File: config.mk
export PLATFORM = sky130hd
export DESIGN_NAME = fir_serial_param
export DESIGN_NICKNAME = d
export VERILOG_FILES = /design/src/rtl/fir_pkg.sv /design/src/rtl/fir_mac.sv /design/src/rtl/fir_serial_param.sv
export SDC_FILE = /design/constraint.sdc
export NUM_CORES = 1
export LEC_CHECK = 0
export ABC_AREA = 1
export CORE_MARGIN = 10
export CORE_UTILIZATION = 65
export DETAILED_ROUTE_END_ITERATION = 16
export DONT_BUFFER_PORTS = 1
export GPL_TIMING_DRIVEN = 0
export PLACE_DENSITY = 0.81
export SKIP_LAST_GASP = 1
export SYNTH_ARGS = -nofsm -noshare
export SYNTH_HDL_FRONTEND = slang
export SYNTH_SLANG_ARGS = --single-unit
File: constraint.sdc
create_clock -name clock -period 6.7 [get_ports clock]
set_input_delay 1.005 -clock clock [delete_from_list [all_inputs] [get_ports clock]]
set_output_delay 1.005 -clock clock [all_outputs]
set_load 0.02 [all_outputs]
File: src/rtl/fir_pkg.sv
// Shared definitions for the serial FIR filter.
//   fir_state_e : controller states (IDLE -> MAC -> DONE -> IDLE)
//   DEF_*       : default widths and tap count used by the top-level parameters
//   clog2       : ceiling log2, used for pointer and output-width sizing
package fir_pkg;

  typedef enum logic [1:0] {
    IDLE = 2'd0,
    MAC  = 2'd1,
    DONE = 2'd2
  } fir_state_e;

  localparam int DEF_DATA_W = 8;
  localparam int DEF_COEF_W = 8;
  localparam int DEF_TAPS   = 8;

  // Smallest r with 2**r >= value.
  function automatic int clog2(input int value);
    int r;
    r = 0;
    for (int i = 0; i < 31; i++) begin
      if ((1 << i) < value) r = i + 1;
    end
    return r;
  endfunction

endpackage

File: src/rtl/fir_mac.sv
// Registered multiply-accumulate unit for the serial FIR.
// Ports:
//   clock  : rising-edge clock
//   reset  : asynchronous, active-low reset (acc cleared)
//   init_i : synchronous clear of the accumulator (wins over en_i)
//   en_i   : add a_i*b_i to the accumulator this cycle
//   a_i    : coefficient operand (A_W bits)
//   b_i    : sample operand (B_W bits)
//   acc_o  : accumulator value (OUT_W bits)
// With SIGNED != 0 the operands and the product are treated as two's complement.
module fir_mac #(
  parameter int A_W    = 8,
  parameter int B_W    = 8,
  parameter int OUT_W  = 19,
  parameter int SIGNED = 0
) (
  input  logic             clock,
  input  logic             reset,
  input  logic             init_i,
  input  logic             en_i,
  input  logic [A_W-1:0]   a_i,
  input  logic [B_W-1:0]   b_i,
  output logic [OUT_W-1:0] acc_o
);

  localparam int PW = A_W + B_W;

  logic [PW-1:0]    aExt;
  logic [PW-1:0]    bExt;
  logic [PW-1:0]    prod;
  logic [OUT_W-1:0] prodExt;
  logic [OUT_W-1:0] acc_q;

  // Extending both operands to the full product width before multiplying
  // makes the low PW bits of the unsigned product equal to the two's
  // complement product, so one multiplier serves both modes.
  always_comb begin
    aExt    = {{B_W{(SIGNED != 0) && a_i[A_W-1]}}, a_i};
    bExt    = {{A_W{(SIGNED != 0) && b_i[B_W-1]}}, b_i};
    prod    = aExt * bExt;
    prodExt = {{(OUT_W-PW){(SIGNED != 0) && prod[PW-1]}}, prod};
  end

  always_ff @(posedge clock or negedge reset) begin
    if (!reset) begin
      acc_q <= '0;
    end else if (init_i) begin
      acc_q <= '0;
    end else if (en_i) begin
      acc_q <= acc_q + prodExt;
    end
  end

  assign acc_o = acc_q;

endmodule

File: src/rtl/fir_serial_param.sv
// Parametrised single-MAC serial FIR filter with a writable coefficient bank.
// Ports:
//   clock     : rising-edge clock
//   reset     : asynchronous, active-low reset
//   valid_in  : sample x is valid
//   ready_in  : block can accept a sample (high only in IDLE)
//   x         : input sample (DATA_W)
//   clear     : synchronous history clear / computation abort
//   coef_we   : coefficient write strobe (honoured only while ready_in)
//   coef_addr : tap index, 0 = newest sample
//   coef_data : coefficient value (COEF_W)
//   y         : filter output, held until the next result (OUT_W)
//   valid_out : one-cycle pulse when y is updated
// One accepted sample produces one result TAPS+1 edges later; the next sample
// can be taken TAPS+2 cycles after the previous one.
module fir_serial_param
  import fir_pkg::*;
#(
  parameter int DATA_W = DEF_DATA_W,
  parameter int COEF_W = DEF_COEF_W,
  parameter int TAPS   = DEF_TAPS,
  parameter int SIGNED = 0,
  parameter int OUT_W  = DATA_W + COEF_W + clog2(TAPS)
) (
  input  logic                   clock,
  input  logic                   reset,
  input  logic                   valid_in,
  output logic                   ready_in,
  input  logic [DATA_W-1:0]      x,
  input  logic                   clear,
  input  logic                   coef_we,
  input  logic [clog2(TAPS)-1:0] coef_addr,
  input  logic [COEF_W-1:0]      coef_data,
  output logic [OUT_W-1:0]       y,
  output logic                   valid_out
);

  localparam int            AW   = clog2(TAPS);
  localparam logic [AW-1:0] LAST = AW'(TAPS - 1);

  fir_state_e        state_q, state_d;
  logic [AW-1:0]     tapIdx_q;
  logic [AW-1:0]     headPtr_q;
  logic [AW-1:0]     rdPtr_q;
  logic [DATA_W-1:0] hist_q [TAPS];
  logic [COEF_W-1:0] coef_q [TAPS];
  logic [OUT_W-1:0]  y_q;
  logic              validOut_q;

  logic              accept;
  logic              coefWrite;
  logic              macInit;
  logic              macEn;
  logic              lastTap;
  logic [AW-1:0]     headNext;
  logic [AW-1:0]     rdPrev;
  logic [OUT_W-1:0]  acc;

  // Pointers wrap by explicit compare so non-power-of-two TAPS works.
  assign lastTap  = (tapIdx_q == LAST);
  assign headNext = (headPtr_q == LAST) ? '0 : headPtr_q + AW'(1);
  assign rdPrev   = (rdPtr_q == '0) ? LAST : rdPtr_q - AW'(1);

  always_ff @(posedge clock or negedge reset) begin
    if (!reset) state_q <= IDLE;
    else        state_q <= state_d;
  end

  // clear overrides every transition.
  always_comb begin
    state_d = state_q;
    if (clear) begin
      state_d = IDLE;
    end else begin
      case (state_q)
        IDLE:    if (valid_in) state_d = MAC;
        MAC:     if (lastTap) state_d = DONE;
        DONE:    state_d = IDLE;
        default: state_d = IDLE;
      endcase
    end
  end

  // A coefficient write shares the IDLE window with sample accept, so a
  // write landing on the accept edge is already visible to the first MAC.
  always_comb begin
    ready_in  = (state_q == IDLE);
    accept    = ready_in && valid_in && !clear;
    coefWrite = ready_in && coef_we && !clear && (coef_addr <= LAST);
    macInit   = accept || clear;
    macEn     = (state_q == MAC) && !clear;
  end

  // rdPtr walks backwards from the newest sample while tapIdx walks the
  // coefficients forwards; tapIdx stops at LAST to stay inside the bank.
  always_ff @(posedge clock or negedge reset) begin
    if (!reset) begin
      tapIdx_q   <= '0;
      headPtr_q  <= '0;
      rdPtr_q    <= '0;
      y_q        <= '0;
      validOut_q <= 1'b0;
      for (int i = 0; i < TAPS; i++) begin
        hist_q[i] <= '0;
        coef_q[i] <= '0;
      end
    end else begin
      validOut_q <= (state_q == DONE) && !clear;
      if ((state_q == DONE) && !clear) y_q <= acc;
      if (coefWrite) coef_q[coef_addr] <= coef_data;
      if (clear) begin
        tapIdx_q  <= '0;
        headPtr_q <= '0;
        rdPtr_q   <= '0;
        for (int i = 0; i < TAPS; i++) hist_q[i] <= '0;
      end else if (accept) begin
        hist_q[headNext] <= x;
        headPtr_q        <= headNext;
        rdPtr_q          <= headNext;
        tapIdx_q         <= '0;
      end else if (macEn) begin
        rdPtr_q <= rdPrev;
        if (!lastTap) tapIdx_q <= tapIdx_q + AW'(1);
      end
    end
  end

  fir_mac #(
    .A_W    (COEF_W),
    .B_W    (DATA_W),
    .OUT_W  (OUT_W),
    .SIGNED (SIGNED)
  ) uMac (
    .clock  (clock),
    .reset  (reset),
    .init_i (macInit),
    .en_i   (macEn),
    .a_i    (coef_q[tapIdx_q]),
    .b_i    (hist_q[rdPtr_q]),
    .acc_o  (acc)
  );

  assign y         = y_q;
  assign valid_out = validOut_q;

endmodule

# Word level (Yosys, flattened, before mapping)
# Cells that the tools add are included.
# word_totals
ff_bits	178
in_bits	24
output_inout_bits	21
elab_cells	95
# classes
add_sub_neg	4
mul	1
magnitude_cmp	7
eq_ne	7
n_mux	31
bitwise_logic	4
reduce_logical	18
# op_table
operator	count
bitwise mux 64 bit	2
two-way mux 64 bit	2
binary-select mux 8 bit (select 3 bit)	2
demux 8 bit (select 3 bit)	2
two-way mux 8 bit	6
two-way mux 19 bit	2
two-way mux 3 bit	11
adder 19 x 16 -> 19 bit	1
>= comparator 4 bit, second input constant	4
multiplier 8 x 8 -> 16 bit	1
inverter 3 -> 4 bit	4
logical AND 1 bit	9
< comparator 4 x 1 -> 1 bit, second input constant	2
adder 3 x 1 -> 3 bit, second input constant	2
== test 3 bit, second input constant	2
two-way mux 2 bit	3
inequality test 3 bit, second input constant	2
case mux 2 bit (2 select lines)	1
AND reduction 2 bit	2
nonzero test 2 bit	2
<= comparator 3 bit, second input constant	1
logical NOT 3 bit	1
inequality test 3 x 2 -> 1 bit, second input constant	1
nonzero test 3 bit	1
6 further kinds	6

# Logic depth before layout (Yosys ltp)
# Gate-level depths: netlist (run 1).
# logic_depth
ltp_word	10
mapped_depth	28
depth_no_buf	26

# By module
# Synthesis (run 1) repeated with hierarchy kept, for this count alone.
# hier_totals
cells_unflattened	1568
hier_area_um2	11436.0
# modules_own_cells
module	instances	cells_each	area_each_um2	seq_area_each_um2
fir_serial_param	1	1053	7753.7	3978.8
fir_mac	1	515	3682.3	475.5

# Worst setup path after synthesis (run 1)
# Ideal clock, no wire load.
# synth_timing
path_type	reg-to-reg
startpoint	reg rdPtr_q[0]
endpoint	reg uMac.acc_q[18] (netlist: uMac.acc_o[18])
setup_time_ns	0.119
t_arrival_ns	4.569
t_required_ns	6.581
path_slack_ns	2.012
path_stages_with_launch	28
path_buffers	3
period_less_slack_ns	4.688
path_cell_list	dfrtp_1 > buf_4 > inv_2 > buf_2 > buf_4 > o21ai_0 > nand2_1 > nand2_1 > o21ai_0 > inv_1 > nor2_1 > fa_1 > inv_1 > fa_1 > inv_1 > fa_1 > inv_1 > fa_1 > inv_1 > ha_1 > nand2_1 > nand2_1 > a21oi_1 > nand2_1 > nand2_1 > nand2_1 > a21oi_1 > nor2_1
# synth_between
elab_chain_len	8
# synth_lines
item	line	source
start: declaration	fir_serial_param.sv:44	logic [AW-1:0] rdPtr_q;
start signal: assignment	fir_serial_param.sv:119	rdPtr_q <= headNext;
start signal: assignment	fir_serial_param.sv:122	rdPtr_q <= rdPrev;
inverter 3 -> 4 bit (implied by the code)	fir_serial_param.sv:139	.b_i (hist_q[rdPtr_q]),
binary-select mux 8 bit (select 3 bit)	fir_serial_param.sv:139	
two-way mux 8 bit (implied by the code) (2 in a row)	fir_serial_param.sv:139	
multiplier 8 x 8 -> 16 bit	fir_mac.sv:40	prod = aExt * bExt;
adder 19 x 16 -> 19 bit	fir_mac.sv:50	acc_q <= acc_q + prodExt;
two-way mux 19 bit	fir_mac.sv:49	end else if (en_i) begin
two-way mux 19 bit	fir_mac.sv:47	end else if (init_i) begin
end signal: assignment	fir_mac.sv:50	
end: declaration	fir_mac.sv:32	logic [OUT_W-1:0] acc_q;
# Every way passes these cells. The select of a mux whose other input is x is not followed.
# A chain may end at the register's enable or synchronous reset.

# Worst setup path in the final report (run 1)
# Ends and elaborated chain as after synthesis.

==> impl_metrics.csv, run 1 <==
group,metric,value,unit
cells_and_area,area_growth,8.023,%
worst_setup_path,critPathArrivalTime,6070,ps
yosys,syn_area,10920,sq um
power,peakVddDrop,0.0003942,V
worst_setup_path,startpoint,"rdPtr_q[0]$_DFFE_PN0P_",
drt,drt_iter0_markers,1020,
floorplanning,start_util,0.6606,
worst_setup_path,crit_top_cell,"nand2_1",
timing,slew_headroom,0.5767,
outcome,outcome,"finished clean",
timing,worstMarginPinSlew,635.0,ps
yosys,synth-seq-cells,178,
worst_setup_path,crit_fanout,10,
drt,drtPass1Iterations,6,
floorplanning,die_height,149.6,um
timing,rsz0062_at_grt,"no",
yosys,yosysWarnings,0,
min_path,hold_path_class,"input pin to async pin",
timing,period_share,0.8571,
timing,fmax,0.1741,GHz
drt,viasPerCell,5.820,
floorplanning,core.rowCount,47,
drt,num_vias,9254,
floorplanning,die-area,22380,sq um
timing,setup_tns,0,ps
worst_setup_path,end_kind,"flip-flop",
yosys,synth_ff_type,"dfrtp_1",
global_route,grt_max_degree,179,
worst_setup_path,r2r_end,"uMac.acc_o[18]$_DFFE_PN0P_",
worst_setup_path,r2r_cells,25,
cells_and_area,fin_nets,1478,
worst_setup_path,cp_slowest_stage_delay,560,ps
drt,final_antenna_net_count,0,
cells_and_area,fillers,1262,
cts,insertion_delay,440,ps
power,p_leak,0.005997,uW
worst_setup_path,cp.required,7030,ps
cts,cts_buffers,17,
cts,cts_resized,0,
yosys,synth_fp_nets,1459,
cells_and_area,insertedDiodeCount,0,
cts,hold_buffers,0,
worst_setup_path,r2r_slack,960,ps
global_route,grt.total_usage,0.2563,
timing,period_needed,5743,ps
placed_design,place.gp.congestion,0.9406,
timing,drv_slew,0,
yosys,async_flop_share,1.000,
placed_design,dp_hpwl,20.29,mm
worst_setup_path,cp-start-kind,"flip-flop",
cts,clock-sinks,178,
floorplanning,io-pin-count,45,
cts,path_clk_slew,70,ps
global_route,antenna_found_initial,0,
cts,htree_levels,4,
yosys,avgSynthCellArea,8.159,sq um
worst_setup_path,cp_slowest_cell,"fa_1",
power,power.total,5550,uW
cells_and_area,layout-drive-gt1-share,0.06934,
drt,routedWlPerCell,17.69,um
drt,routed_wl,28.13,mm
worst_setup_path,cp-endpoint,"uMac.acc_o[18]$_DFFE_PN0P_",
cts,clockRootBuffer,"clkbuf_16",
worst_setup_path,rr_startpoint,"rdPtr_q[0]$_DFFE_PN0P_",
floorplanning,die_x,149.6,um
timing,finalHoldViolCount,0,
timing,finClkSkew,8.698,ps
global_route,grt_pass1_wl,45.60,mm
run,drv_cap,0,
drt,drc_errors,0,
timing,setup_violations,0,
placed_design,io_buffers,0,
worst_setup_path,critical_path_class,"flip-flop to flip-flop",
cts,clk_path_buf_depth,2,
global_route,grt_pass1_vias,8998,
yosys,ys_types,32,
yosys,synth_edf_count,0,
cts,cts_tree,"built",
yosys,synthesis.instances,1338,
yosys,ys_seq_area_frac,0.4080,
power,power_density,470.6,nW/um^2
floorplanning,coreArea,16520,sq um
global_route,grt-ovfl-total,0,
cts,cts_setup_buffers,0,
report_power, final:
part / leakage, uW / switching, uW / internal (uW)
sequential: 0.00231 / 73.2 / 1230
clock: 0.000290 / 483 / 542
combinational: 0.00340 / 2080 / 1140
routing by layer:
| metal | share of wire | GRT usage |
|---|---|---|
| met5 | 0 | 0 |
| met4 | 0.023 | 0.07998 |
| met3 | 0.083 | 0.05012 |
| met2 | 0.49 | 0.4247 |
| met1 | 0.41 | 0.3328 |
critical path: cells and delay by family, from the launching register on:
family,cells,cell delay (ps)
simple gates,11,1270
fa+ha+maj,5,2340
buf+inv,7,1030
flops,1,420
compound gates,2,590
worst min-delay path by stage:
stage | from | endpoint | depth (start not counted)
after global placement | uMac.acc_o[14]$_DFFE_PN0P_ | uMac.acc_o[14]$_DFFE_PN0P_ | 2
final | reset | y[1]$_DFFE_PN0P_ | 0
after floorplan | headPtr_q[1]$_DFFE_PN0N_ | headPtr_q[1]$_DFFE_PN0N_ | 2
after global routing | reset | y[1]$_DFFE_PN0P_ | 0
after detailed placement | headPtr_q[1]$_DFFE_PN0N_ | headPtr_q[1]$_DFFE_PN0N_ | 2
after CTS | reset | y[1]$_DFFE_PN0P_ | 0
flip-flops by register name (all words and copies together) (netlist names), 2 cells and up:
register    cells
tapIdx_q        3
uMac.acc_o     19
hist_q         64
state_q         2
rdPtr_q         3
headPtr_q       3
coef_q         64
y              19
cells in the mapped netlist, types with 3 or more instances:
| cell type | instances | share of area |
|---|---|---|
| inv_1 | 271 | 0.093 |
| fa_1 | 50 | 0.092 |
| buf_1 | 3 | 0.0010 |
| nor4_4 | 4 | 0.0078 |
| nand3b_1 | 3 | 0.0021 |
| a21oi_1 | 78 | 0.036 |
| nand3_1 | 52 | 0.024 |
| nor3_1 | 3 | 0.0014 |
| buf_2 | 14 | 0.0064 |
| nor2_1 | 61 | 0.021 |
| ha_1 | 47 | 0.054 |
| clkbuf_1 | 18 | 0.0062 |
| nor2_2 | 5 | 0.0029 |
| o21ai_0 | 178 | 0.082 |
| inv_2 | 4 | 0.0014 |
| mux2_2 | 16 | 0.017 |
| o21ai_2 | 8 | 0.0064 |
| nand2_1 | 274 | 0.094 |
| o22ai_1 | 42 | 0.024 |
| dfrtp_1 | 178 | 0.41 |
| o21ai_1 | 6 | 0.0028 |
| buf_4 | 5 | 0.0034 |
| and2_1 | 3 | 0.0017 |
| nand4_1 | 4 | 0.0023 |
final cells by class:
cell class	instances	area [sq um]	area share
Multi-Input combinational cell	844	5240	0.4443
Inverter	276	1036	0.08785
Buffer	40	186.4	0.01581
Clock buffer	18	439.2	0.03724
Sequential cell	178	4454	0.3777
Clock inverter	14	161.4	0.01369
Tap cell	220	275.3	0.02334
per-stage QoR:
step	util	cell area (sq um)	instances	setup WS, ps	hold WS, ps
2_1_floorplan	-	10920	1338	2012	445.9
3_3_place_gp	0.6773	11190	1558	1238	462.6
3_5_place_dp	0.6773	11190	1558	1150	468.7
4_1_cts	0.7136	11790	1590	1112	258.0
5_1_grt	0.7136	11790	1590	587.2	243.2
6_report	0.7136	11790	1590	957.4	253.3
logic make-up after synthesis:
kind of cell    share of synthesized area
simple gates                       0.1649
mux                               0.01650
compound gates                     0.1514
xor+xnor                         0.001605
buf+inv                            0.1120
fa+ha+maj                          0.1456
flops                              0.4080
layout by cell type (no fill, tap or decap), drive strengths merged, types with 4 or more instances in the layout:
cell / count
inv: 282
nand2: 275
o21ai: 192
dfrtp: 178
a21oi: 78
nor2: 68
nand3: 53
fa: 50
ha: 47
o22ai: 42
clkbuf: 36
buf: 22
mux2: 16
nor3: 5
clkinv: 5
nor4: 4
nand4: 4
Note: power is estimated with default switching activity, not from simulation.
==> inputs of run 2 (changes only) <==
SYNTH_HIERARCHICAL = 1   (was default)
==> run 2 against run 1 <==
- sequential power barely moved
- die area rose by 4.1%
- global-route usage fell by 1.2 points
- clock skew is 3.4 ps higher
- clock power hardly changed
- worst hold slack improved by 3.3 ps
- flip-flop and latch count did not move
- worst setup slack gained 80 ps
- critical endpoint is now uMac/acc_o[14]$_DFFE_PN0P_
- largest power group is now registers
==> impl_metrics.csv, run 2 <==
group,metric,value,unit
worst_setup_path,end_kind,"flip-flop",
worst_setup_path,r2r_slack,1040,ps
outcome,outcome,"finished clean",
cells_and_area,fillers,1422,
cts,cts_buffers,17,
cells_and_area,seq_area,4454,sq um
global_route,grt_util_met2,0.4004,
cells_and_area,largest_registers,"coef_q x64, hist_q x64",
global_route,met3_usage,0.04488,
timing,setup_violations,0,
floorplanning,core.rowCount,48,
yosys,synth_top_cells_by_area,"dfrtp_1 (39%), nand2_1 (20%), fa_1 (8.8%)",
drt,routed_wl,28.32,mm
timing,fmax,0.1766,GHz
run,drv_cap,0,
timing,finalHoldViolCount,0,
global_route,grt.total_usage,0.2440,
yosys,synth.most_common_cell,"nand2_1",
floorplanning,die_height,152.6,um
floorplanning,start_util,0.6612,
floorplanning,io-pin-count,45,
timing,rsz0062_at_grt,"no",
timing,period_needed,5663,ps
floorplanning,coreArea,17300,sq um
cts,clk_path_buf_depth,2,
yosys,synth_edf_count,0,
placed_design,dp_hpwl,20.59,mm
cells_and_area,final_cell_mix,"nand2_1 (619), inv_1 (211), dfrtp_1 (178)",
floorplanning,die_x,152.6,um
timing,setup_tns,0,ps
cells_and_area,layout-drive-gt1-share,0.06500,
global_route,use_met1,0.3140,
yosys,ys_types,32,
cts,cts_tree,"built",
cells_and_area,area_growth,7.670,%
floorplanning,die-area,23300,sq um
yosys,avgSynthCellArea,7.293,sq um
timing,period_share,0.8452,
placed_design,io_buffers,0,
yosys,syn_area,11440,sq um
yosys,synth_fp_nets,1689,
drt,num_vias,9930,
yosys,synth_ff_type,"dfrtp_1",
timing,slew_headroom,0.5833,
cts,cts_setup_buffers,0,
timing,drv_slew,0,
global_route,antenna_found_initial,0,
drt,viasPerCell,5.441,
cells_and_area,insertedDiodeCount,0,
global_route,gr-max-usage-layer,"met2",
power,power_density,266.5,nW/um^2
cts,insertion_delay,440,ps
yosys,synth-seq-cells,178,
worst_setup_path,crit_fanout,11,
worst_setup_path,r2r_cells,25,
placed_design,place.gp.congestion,0.9239,
cells_and_area,multiInputGateArea,5854,sq um
cts,clockRootBuffer,"clkbuf_16",
yosys,yosysWarnings,6,
drt,drc_errors,0,
yosys,synth_top_cells_by_count,"nand2_1 (619), inv_1 (211), dfrtp_1 (178), o21ai_0 (134), nor2_1 (105)",
cts,hold_buffers,0,
yosys,synth_top_area_cell,"dfrtp_1",
cts,cts_resized,0,
cells_and_area,fin_nets,1708,
global_route,grt_pass1_vias,9641,
drt,drtPass1Iterations,6,
drt,drt_iter0_markers,821,
timing,worstMarginPinSlew,625.1,ps
timing,whs,256.6,ps
worst_setup_path,critPathArrivalTime,6000,ps
global_route,grt_pass1_wl,47.12,mm
cells_and_area,final_common_cell,"nand2_1",
drt,final_antenna_net_count,0,
power,peakVddDrop,0.0002304,V
worst_setup_path,cp.required,7030,ps
power,p_leak,0.006846,uW
drt,routedWlPerCell,15.52,um
cts,path_clk_slew,70,ps
yosys,async_flop_share,1.000,
yosys,synth_top_area_share,0.3895,
global_route,grt_max_degree,179,
cts,htree_levels,4,
cts,clock-sinks,178,
min_path,hold_path_class,"input pin to async pin",
timing,finClkSkew,12.12,ps
worst_setup_path,cp-start-kind,"flip-flop",
yosys,synthesis.instances,1568,
global_route,grt-ovfl-total,0,
worst_setup_path,critical_path_class,"flip-flop to flip-flop",
yosys,ys_seq_area_frac,0.3895,
==> run 2: layout make-up <==
class,instances,area share
multi-input cells,1105,0.4755
flip-flops and latches,178,0.3618
inverters,217,0.06615
clock buffers,18,0.03485
plain buffers,68,0.02540
well taps,225,0.02286
clock inverters,14,0.01351
==> run 2: worst max-delay path, cell delays in order, from the launching register on <==
cell      delay (ps)
dfrtp_1          360
clkbuf_1         180
inv_1            250
buf_2            290
o21ai_0          110
o21ai_0          290
nand2_1           80
nand2_1           70
clkbuf_1         360
nand2_1          150
fa_1             550
inv_1             50
fa_1             460
fa_1             550
inv_1             60
fa_1             530
inv_1             40
ha_1             350
nand2_2          140
inv_1             80
a21oi_4          140
nand2_2          100
nand2_1          100
nand3b_1          80
nand3_1          120
nand2_1           70
==> run 2: worst paths after layout <==
kind / start / end
setup / recovery: rdPtr_q[1]$_DFFE_PN0P_ / uMac/acc_o[14]$_DFFE_PN0P_
hold / removal: reset / hist_q[6]$_DFFE_PN0P_
setup reg to reg: rdPtr_q[1]$_DFFE_PN0P_ / uMac/acc_o[14]$_DFFE_PN0P_
hold reg to reg: hist_q[59]$_DFFE_PN0P_ / hist_q[59]$_DFFE_PN0P_
max in group asynchronous: reset / uMac/acc_o[12]$_DFFE_PN0P_
min in group clock: hist_q[59]$_DFFE_PN0P_ / hist_q[59]$_DFFE_PN0P_
==> run 2: cell families after synthesis <==
logic type      Yosys count  synth area share
simple gates            828            0.2921
buf+inv                 285           0.09858
compound gates          179           0.08009
flops                   178            0.3895
fa+ha+maj                97            0.1389
xor+xnor                  1         0.0007660
==> run 2: report_power, final <==
group | total [uW] | internal (uW) | switching [uW] | leakage [uW]
Combinational | 978 | 331 | 647 | 0.00419
Sequential | 1290 | 1210 | 76.9 | 0.00237
Clock | 1020 | 533 | 485 | 0.000285
Total | 3280 | 2070 | 1210 | 0.00685
==> run 2: metrics by stage <==
step / total power, uW / setup slack (ps) / cell area [sq um] / utilization / instances
2_1_floorplan: 2024 / 1938 / 11440 / - / 1568
3_3_place_gp: 2223 / 1202 / 11720 / 0.6774 / 1793
3_5_place_dp: 2266 / 1140 / 11720 / 0.6774 / 1793
4_1_cts: 3284 / 1107 / 12310 / 0.7119 / 1825
5_1_grt: 3503 / 770.6 / 12310 / 0.7119 / 1825
6_report: 3281 / 1037 / 12310 / 0.7119 / 1825
==> run 2: routing by layer <==
layer | wire length [um] | share of wire | vias to the layer above
li1 | - | - | 4819
met2 | 13440 | 0.47 | 374
met5 | 0 | 0 | -
met3 | 1686 | 0.060 | 64
met4 | 813 | 0.029 | 0
met1 | 12370 | 0.44 | 4673
